$ cat src/rtl/keysync_debounce.sv
// keysync_debounce: N-key two-flop synchroniser, highest-index priority encoder and code debouncer
// with a one-cycle accept strobe and a held level. Define KEYSYNC_REPEAT_EN for auto-repeat strobes.
module keysync_debounce #(
    parameter int unsigned  N_KEYS          = 20,
    parameter int unsigned  DEBOUNCE_CYCLES = 4,
    parameter int unsigned  REPEAT_CYCLES   = 16,
    localparam int unsigned W               = $clog2(N_KEYS),
    localparam int unsigned CW              = $clog2(DEBOUNCE_CYCLES)
) (
    input  logic              clk,
    input  logic              rst,
    input  logic [N_KEYS-1:0] in,
    output logic [W-1:0]      out,
    output logic              strobe,
    output logic              held
);

    if (N_KEYS < 2) begin : g_chk_keys
        $error("keysync_debounce: N_KEYS must be at least 2");
    end
    if (DEBOUNCE_CYCLES < 2) begin : g_chk_db
        $error("keysync_debounce: DEBOUNCE_CYCLES must be at least 2");
    end
    if (REPEAT_CYCLES < 2) begin : g_chk_rep
        $error("keysync_debounce: REPEAT_CYCLES must be at least 2");
    end

    typedef enum logic [1:0] {
        S_IDLE,
        S_DEBOUNCE,
        S_PRESSED,
        S_RELEASE
    } state_t;

    localparam logic [CW-1:0] CNT_LAST = CW'(DEBOUNCE_CYCLES - 1);

    state_t              r_state;
    logic [N_KEYS-1:0]   r_s1;
    logic [N_KEYS-1:0]   r_s2;
    logic [CW-1:0]       r_cnt;
    logic [W-1:0]        r_cand;
    logic                w_any;
    logic [W-1:0]        w_code;

`ifdef KEYSYNC_REPEAT_EN
    localparam int unsigned   RW        = $clog2(REPEAT_CYCLES);
    localparam logic [RW-1:0] RCNT_LAST = RW'(REPEAT_CYCLES - 1);
    logic [RW-1:0]       r_rcnt;
`endif

    assign w_any = |r_s2;

    // Ascending scan so the highest set bit wins.
    always_comb begin
        w_code = '0;
        for (int unsigned i = 0; i < N_KEYS; i++) begin
            if (r_s2[i]) begin
                w_code = W'(i);
            end
        end
    end

    always_ff @(posedge clk or posedge rst) begin
        if (rst) begin
            r_s1    <= '0;
            r_s2    <= '0;
            r_state <= S_IDLE;
            r_cnt   <= '0;
            r_cand  <= '0;
            out     <= '0;
            strobe  <= 1'b0;
            held    <= 1'b0;
`ifdef KEYSYNC_REPEAT_EN
            r_rcnt  <= '0;
`endif
        end else begin
            r_s1   <= in;
            r_s2   <= r_s1;
            strobe <= 1'b0;
            case (r_state)
                S_IDLE: begin
                    if (w_any) begin
                        r_state <= S_DEBOUNCE;
                        r_cand  <= w_code;
                        r_cnt   <= CW'(1);
                    end
                end
                S_DEBOUNCE: begin
                    if (!w_any) begin
                        r_state <= S_IDLE;
                    end else if (w_code != r_cand) begin
                        r_cand <= w_code;
                        r_cnt  <= CW'(1);
                    end else if (r_cnt == CNT_LAST) begin
                        r_state <= S_PRESSED;
                        out     <= r_cand;
                        strobe  <= 1'b1;
                        held    <= 1'b1;
`ifdef KEYSYNC_REPEAT_EN
                        r_rcnt  <= '0;
`endif
                    end else begin
                        r_cnt <= r_cnt + 1'b1;
                    end
                end
                S_PRESSED: begin
                    if (!w_any || (w_code != out)) begin
                        r_state <= S_RELEASE;
                        r_cnt   <= CW'(1);
`ifdef KEYSYNC_REPEAT_EN
                        r_rcnt  <= '0;
                    end else if (r_rcnt == RCNT_LAST) begin
                        strobe <= 1'b1;
                        r_rcnt <= '0;
                    end else begin
                        r_rcnt <= r_rcnt + 1'b1;
`endif
                    end
                end
                S_RELEASE: begin
                    // A return of the accepted code is a bounce: back to PRESSED without a strobe.
                    if (w_any && (w_code == out)) begin
                        r_state <= S_PRESSED;
                    end else if (r_cnt == CNT_LAST) begin
                        r_state <= S_IDLE;
                        held    <= 1'b0;
                    end else begin
                        r_cnt <= r_cnt + 1'b1;
                    end
                end
                default: r_state <= S_IDLE;
            endcase
        end
    end

endmodule
$ cat config.mk
export PLATFORM = sky130hd
export DESIGN_NAME = keysync_debounce
export DESIGN_NICKNAME = d
export VERILOG_FILES = /design/src/rtl/keysync_debounce.sv
export SDC_FILE = /design/constraint.sdc
export NUM_CORES = 1
export LEC_CHECK = 0
export ABC_AREA = 0
export CORE_MARGIN = 3
export CORE_UTILIZATION = 55
export DETAILED_ROUTE_END_ITERATION = 16
export GPL_ROUTABILITY_DRIVEN = 0
export HOLD_SLACK_MARGIN = 0.02
export PLACE_DENSITY_LB_ADDON = 0.1
export SLEW_MARGIN = 40
export SYNTH_ARGS = -nofsm -noshare
export SYNTH_HDL_FRONTEND = slang
export SYNTH_SLANG_ARGS = --single-unit
$ cat constraint.sdc
create_clock -name clk -period 4.1 [get_ports clk]
set_input_delay 1.025 -clock clk [delete_from_list [all_inputs] [get_ports clk]]
set_output_delay 1.025 -clock clk [all_outputs]
set_load 0.05 [all_outputs]
==> results of run 1 <==
==> worst min path at each step <==
stage,cells after the start,end,start
finish,0,r_s2[2],r_s1[2]
global route,0,r_s2[11],r_s1[11]
CTS,0,r_s2[11],r_s1[11]
detailed placement,0,r_s2[11],r_s1[11]
global placement,0,r_s2[9],r_s1[9]
floorplan,0,r_s2[0],r_s1[0]
==> layout by cell type, fill, tap and decap left out, drive strengths merged, types with 2 or more instances in the layout <==
| cell | instances |
|---|---|
| mux2 | 9 |
| and3 | 2 |
| or4 | 2 |
| clkbuf | 5 |
| a31oi | 2 |
| clkdlybuf4s50 | 28 |
| nand3 | 2 |
| nand2 | 11 |
| nand2b | 3 |
| o21ai | 6 |
| a211o | 2 |
| nor4 | 3 |
| bufinv | 2 |
| a21o | 2 |
| inv | 6 |
| nor2 | 21 |
| a211oi | 4 |
| xor2 | 3 |
| nor3 | 3 |
| xnor2 | 2 |
| dfrtp | 56 |
| a21oi | 3 |
==> state kept, by name (all words and copies together) (netlist names) <==
name,count
r_s1,20
r_s2,20
out,5
r_cand,5
r_cnt,2
r_state,2
held,1
strobe,1
==> area by class of cell <==
cell class | instances | area share
Timing Repair Buffer | 28 | 0.108
Clock inverter | 2 | 0.0231
Multi-Input combinational cell | 100 | 0.271
Sequential cell | 56 | 0.539
Tap cell | 48 | 0.0231
Clock buffer | 5 | 0.0265
Inverter | 6 | 0.00963
==> through the flow <==
stage	utilization	cell area (um^2)	worst slack (ns)
detailed placement	0.665	2470	1.36
global route	0.699	2600	1.25
finish	0.699	2600	1.32
floorplan	-	2140	1.55
global placement	0.664	2470	1.47
CTS	0.699	2600	1.33
==> kinds of logic (layout without fill, tap and decap cells) <==
logic type                after synthesis  count (layout)  share of synthesized area
muxes                                  10              10                     0.0537
DFF                                    56              56                      0.654
xor gates and xnor gates                5               5                     0.0204
buffers and inverters                   8              41                     0.0175
and+or+nand+nor                        55              55                      0.144
AOI/OAI and AO/OA                      30              30                      0.110
==> power breakdown <==
part           leakage [nW]  switching, W  total, W  internal, W
clock                0.0642      0.000157  0.000397     0.000240
sequential            0.655     0.0000733  0.000699     0.000626
combinational         0.420      0.000251  0.000441     0.000190
==> metal layers <==
layer / share of wire / up-vias
met5: 0 / -
li1: - / 644
met4: 0.026 / 0
met3: 0.046 / 10
met2: 0.54 / 46
met1: 0.39 / 673
==> critical path, delay by kind of cell (launching register included) <==
kind | cells | cell delay, ns
AO/OA/AOI/OAI | 2 | 0.38
multiplexers | 1 | 0.35
XOR/XNOR | 1 | 0.17
AND/OR/NAND/NOR | 3 | 1.36
flip-flops | 1 | 0.41
==> flow_summary.yaml, run 1 <==
setup_path:
  cp.required_ns: 4.29
  setup.worst_path.start: "r_s2[13]"
  start_kind: "register"
  r2r_slack_ns: 1.32
  r2r-end: "r_cand[2]"
  r2r_start: "r_s2[13]"
  path_cells: "or4_1 > and3b_1 > xor2_1 > a22oi_1 > nor4_4 > a21o_2 > mux2_2"
  slowest_stage: "or4_1"
  cp.arrival_ns: 2.97
  r2r_cells: 7
  crit_path_max_fanout: 6
  slowest_delay_ns: 0.56
  critPathKind: "reg -> reg"
  crit_path_end_kind: "register"
  setup.worst_path.end: "r_cand[2]"
sta:
  finalClockSkew_ns: 0.00230
  fin_crit_sh: 0.678
  setup_tns_ns: 0
  fin_hold_ws_ns: 0.353
  maxSlewViolCount: 0
  fmax_mhz: 360
  worst_slew_margin_rel: 0.537
  worstMarginPinSlew_ns: 0.688
  period_minus_slack_ns: 2.78
  grt_setup_unrepaired: "no"
  setup-violations-final: 0
  hold_violations: 0
final_layout:
  fillCellCount: 263
  finalNetCount: 219
  drive_above_1_share: 0.127
  fin_cells: 245
  multi_input_area_um2: 703
  area_growth_pct: 21.3
  antenna_cells: 0
  seqCellArea_mm2: 0.00140
pwr:
  peakVddDrop_mv: 0.369
  leakage_nw: 1.14
  power.density_mw_per_mm2: 592
  p_total_w: 0.00154
detailed_routing:
  vias: 1373
  drt_iter0_drc: 102
  drt_first_pass_iters: 4
  antenna_left: 0
  drt-total-wl_um: 3630
  via_per_inst: 5.60
  drc_errors: 0
  route.detailed.wl_per_inst_um: 14.8
logic_synthesis:
  yosys.area.top_type: "dfrtp_1"
  seq_area_frac_synth: 0.654
  syn_area_mm2: 0.00214
  synth_top_area_frac: 0.654
  yosysWarningCount: 0
  ys_ff_latch: 56
  ys_top_cells_by_area: "dfrtp_1, mux2_2, nor2_1"
  syn_area_per_cell_um2: 13.1
  async_flop_share: 1.00
  synthCells: 164
  netlist_top_cells_count: "dfrtp_1, nor2_1, nand2_1, mux2_2"
  yosysUniqueCellTypes: 46
  synth_nets: 186
  synth-edff-count: 0
  synth_ff_type: "dfrtp_1"
  synth.most_common_cell: "dfrtp_1"
run:
  maxCapViolCount: 0
placed_design:
  dpl.hpwl_um: 2660
  numPortBuffers: 28
  place_inst: 238
global_route:
  met2_usage: 0.288
  gr-usage-met1: 0.190
  busiest_layer: "met2"
  grt_pass1_vias: 1259
  grt_max_degree: 57
  grt_use_met3: 0.0525
  antenna_found_initial: 0
  grt_first_pass_wirelength_um: 5620
  overflow: 0
  track_usage: 0.170
clocking:
  post_cts_buffers: 0
  cts.sinks: 56
  cts_tree: "built"
  cts_root_buf: "clkbuf_8"
  cts_resized: 0
  htree_levels: 2
  clock_latency_ns: 0.30
  clkTransAtPathRegs_ns: 0.09
  cts.path.max_buffers: 2
  hold_buffers: 0
  numCtsBuffers: 5
die:
  die_w_um: 68.4
  io_pins: 29
  dieArea_mm2: 0.00468
  initial_core_util: 0.576
  core_mm2: 0.00372
  num_rows: 22
  fp.dieH_um: 68.4
status:
  outcome: "completed"
min_path:
  hp-class: "reg -> reg"
Note: power is estimated with default switching activity, not from simulation.
==> run 2: changes to the inputs <==
Settings changed: CORE_UTILIZATION 55 to 53.
Clock period 4.1 ns to 2.81 ns, I/O delays scaled along.
==> run 2 against run 1 <==
Compared with the run above: clock power is 5% higher; largest power group unchanged; power rose by 37%; combinational power increased by 53%.
==> flow_summary.yaml, run 2 (synthesized netlist as in run 1, its figures left out) <==
setup_path:
  crit_path_end_kind: "register"
  slowest_stage: "or3b_2"
  cp.arrival_ns: 2.86
  cp.required_ns: 3.01
  slowest_delay_ns: 0.50
  r2r_slack_ns: 0.15
  r2r-end: "r_cand[2]"
  path_cells: "or3b_2 > a311oi_2 > a21o_1 > a211oi_1 > nor4_4 > buf_4 > a21o_2 > mux2_2"
  start_kind: "register"
  crit_path_max_fanout: 5
  critPathKind: "reg -> reg"
  r2r_start: "r_s2[11]"
  r2r_cells: 8
pwr:
  netSwitchingFraction: 0.343
  pwr-share-clk: 0.196
  peakVddDrop_mv: 0.459
  power.density_mw_per_mm2: 811
  pwr-share-seq: 0.485
  power_frac_comb: 0.319
  p_int_w: 0.00139
  switchingPower_w: 0.000724
  leakage_nw: 1.14
  p_total_w: 0.00211
clocking:
  cts_tree: "built"
  clkTransAtPathRegs_ns: 0.10
  htree_levels: 2
  cts.path.max_buffers: 2
  clock_latency_ns: 0.30
  hold_buffers: 0
  numCtsBuffers: 5
  cts_root_buf: "clkbuf_8"
  cts.sinks: 56
min_path:
  min_from: "r_s1[16]"
  whs_path_depth: 0
  hp-class: "reg -> reg"
  hold_end: "r_s2[16]"
die:
  num_rows: 22
  initial_core_util: 0.568
  die_w_um: 69.6
  io_pins: 29
  fp.dieH_um: 69.6
  dieArea_mm2: 0.00484
  core_mm2: 0.00377
detailed_routing:
  vias: 1398
  drc_errors: 0
  antenna_left: 0
  drt-total-wl_um: 3630
  route.detailed.wl_per_inst_um: 14.5
  drt_first_pass_iters: 4
  drt_iter0_drc: 99
  via_per_inst: 5.59
sta:
  maxSlewViolCount: 0
  fmax_mhz: 376
  setup_tns_ns: 0
  finalClockSkew_ns: 0.0127
  worstMarginPinSlew_ns: 0.594
  grt_setup_unrepaired: "no"
  setup-violations-final: 0
  fin_hold_ws_ns: 0.353
  period_minus_slack_ns: 2.66
  fin_crit_sh: 0.947
  hold_violations: 0
  worst_slew_margin_rel: 0.599
final_layout:
  multi_input_area_um2: 709
  fin_util: 0.691
  antenna_cells: 0
  finalNetCount: 223
  reg_top3: "r_s1: 20 flops, r_s2: 20 flops"
  area_growth_pct: 21.6
  drive_above_1_share: 0.149
  fillCellCount: 259
  seqCellArea_mm2: 0.00140
  layout_commonest_cell: "dfrtp_1"
  layout_common_cells: "dfrtp_1, clkdlybuf4s50_1, nor2_1"
status:
  outcome: "completed"
run:
  maxCapViolCount: 0
global_route:
  gr-usage-met1: 0.168
  busiest_layer: "met2"
  grt_use_met3: 0.0449
  grt_pass1_vias: 1403
  grt_first_pass_wirelength_um: 6090
  overflow: 0
  met2_usage: 0.284
  grt_max_degree: 32
  track_usage: 0.159
  antenna_found_initial: 0
placed_design:
  dpl.hpwl_um: 2700
  numPortBuffers: 28
run 2: timing repair:
action | in CTS | in global routing
setup buffers | 0 | 1
setup endpoints to repair | 0 | 9
endpoints found under the hold margin | 0 | 0
gates resized for setup | 0 | 1
run 2: layout make-up:
type | count | area share
Clock buffer | 6 | 0.0279
Clock inverter | 2 | 0.00624
Inverter | 6 | 0.00865
Multi-Input combinational cell | 100 | 0.272
Sequential cell | 56 | 0.538
Tap cell | 48 | 0.0231
Timing Repair Buffer | 32 | 0.124
run 2: per-stage QoR:
step / instance area [um^2] / cells / setup slack [ns]
detailed placement: 2500 / 241 / 0.0850
global placement: 2500 / 241 / 0.184
finish: 2610 / 250 / 0.149
floorplan: 2140 / 164 / 0.258
CTS: 2590 / 249 / 0.0654
global route: 2610 / 250 / 0.0122
run 2: worst max-delay path by stage:
stage | slack [ns] | cells past startpoint | start | endpoint
2_1_floorplan | 0.26 | 8 | r_s2[13] | r_cand[2]
3_3_place_gp | 0.18 | 7 | r_s2[14] | r_cand[2]
3_5_place_dp | 0.08 | 7 | r_s2[13] | r_cand[2]
4_1_cts | 0.07 | 7 | r_s2[13] | r_cand[2]
5_1_grt | 0.01 | 8 | r_s2[11] | r_cand[2]
6_report | 0.15 | 8 | r_s2[11] | r_cand[2]
run 2: routing by layer:
metal / vias up / share of wire
met5: - / 0
met4: 0 / 0.026
met1: 690 / 0.36
met3: 10 / 0.052
met2: 42 / 0.56
li1: 656 / -
run 2: power groups by stage:
stage	sequential [W]	clock, W	combinational [W]
global route	0.00104	0.000464	0.000720
detailed placement	0.00104	0	0.000663
CTS	0.00102	0.000424	0.000665
global placement	0.00103	0	0.000641
floorplan	0.00115	0	0.000337
finish	0.00102	0.000415	0.000673
run 2: critical path, delay by kind of cell, from the launching register on:
family                 cells  cell delay [ns]
flip-flops                 1             0.41
AO/OA/AOI/OAI              4             0.87
multiplexers               1             0.34
buffers and inverters      1             0.18
AND/OR/NAND/NOR            2             0.77
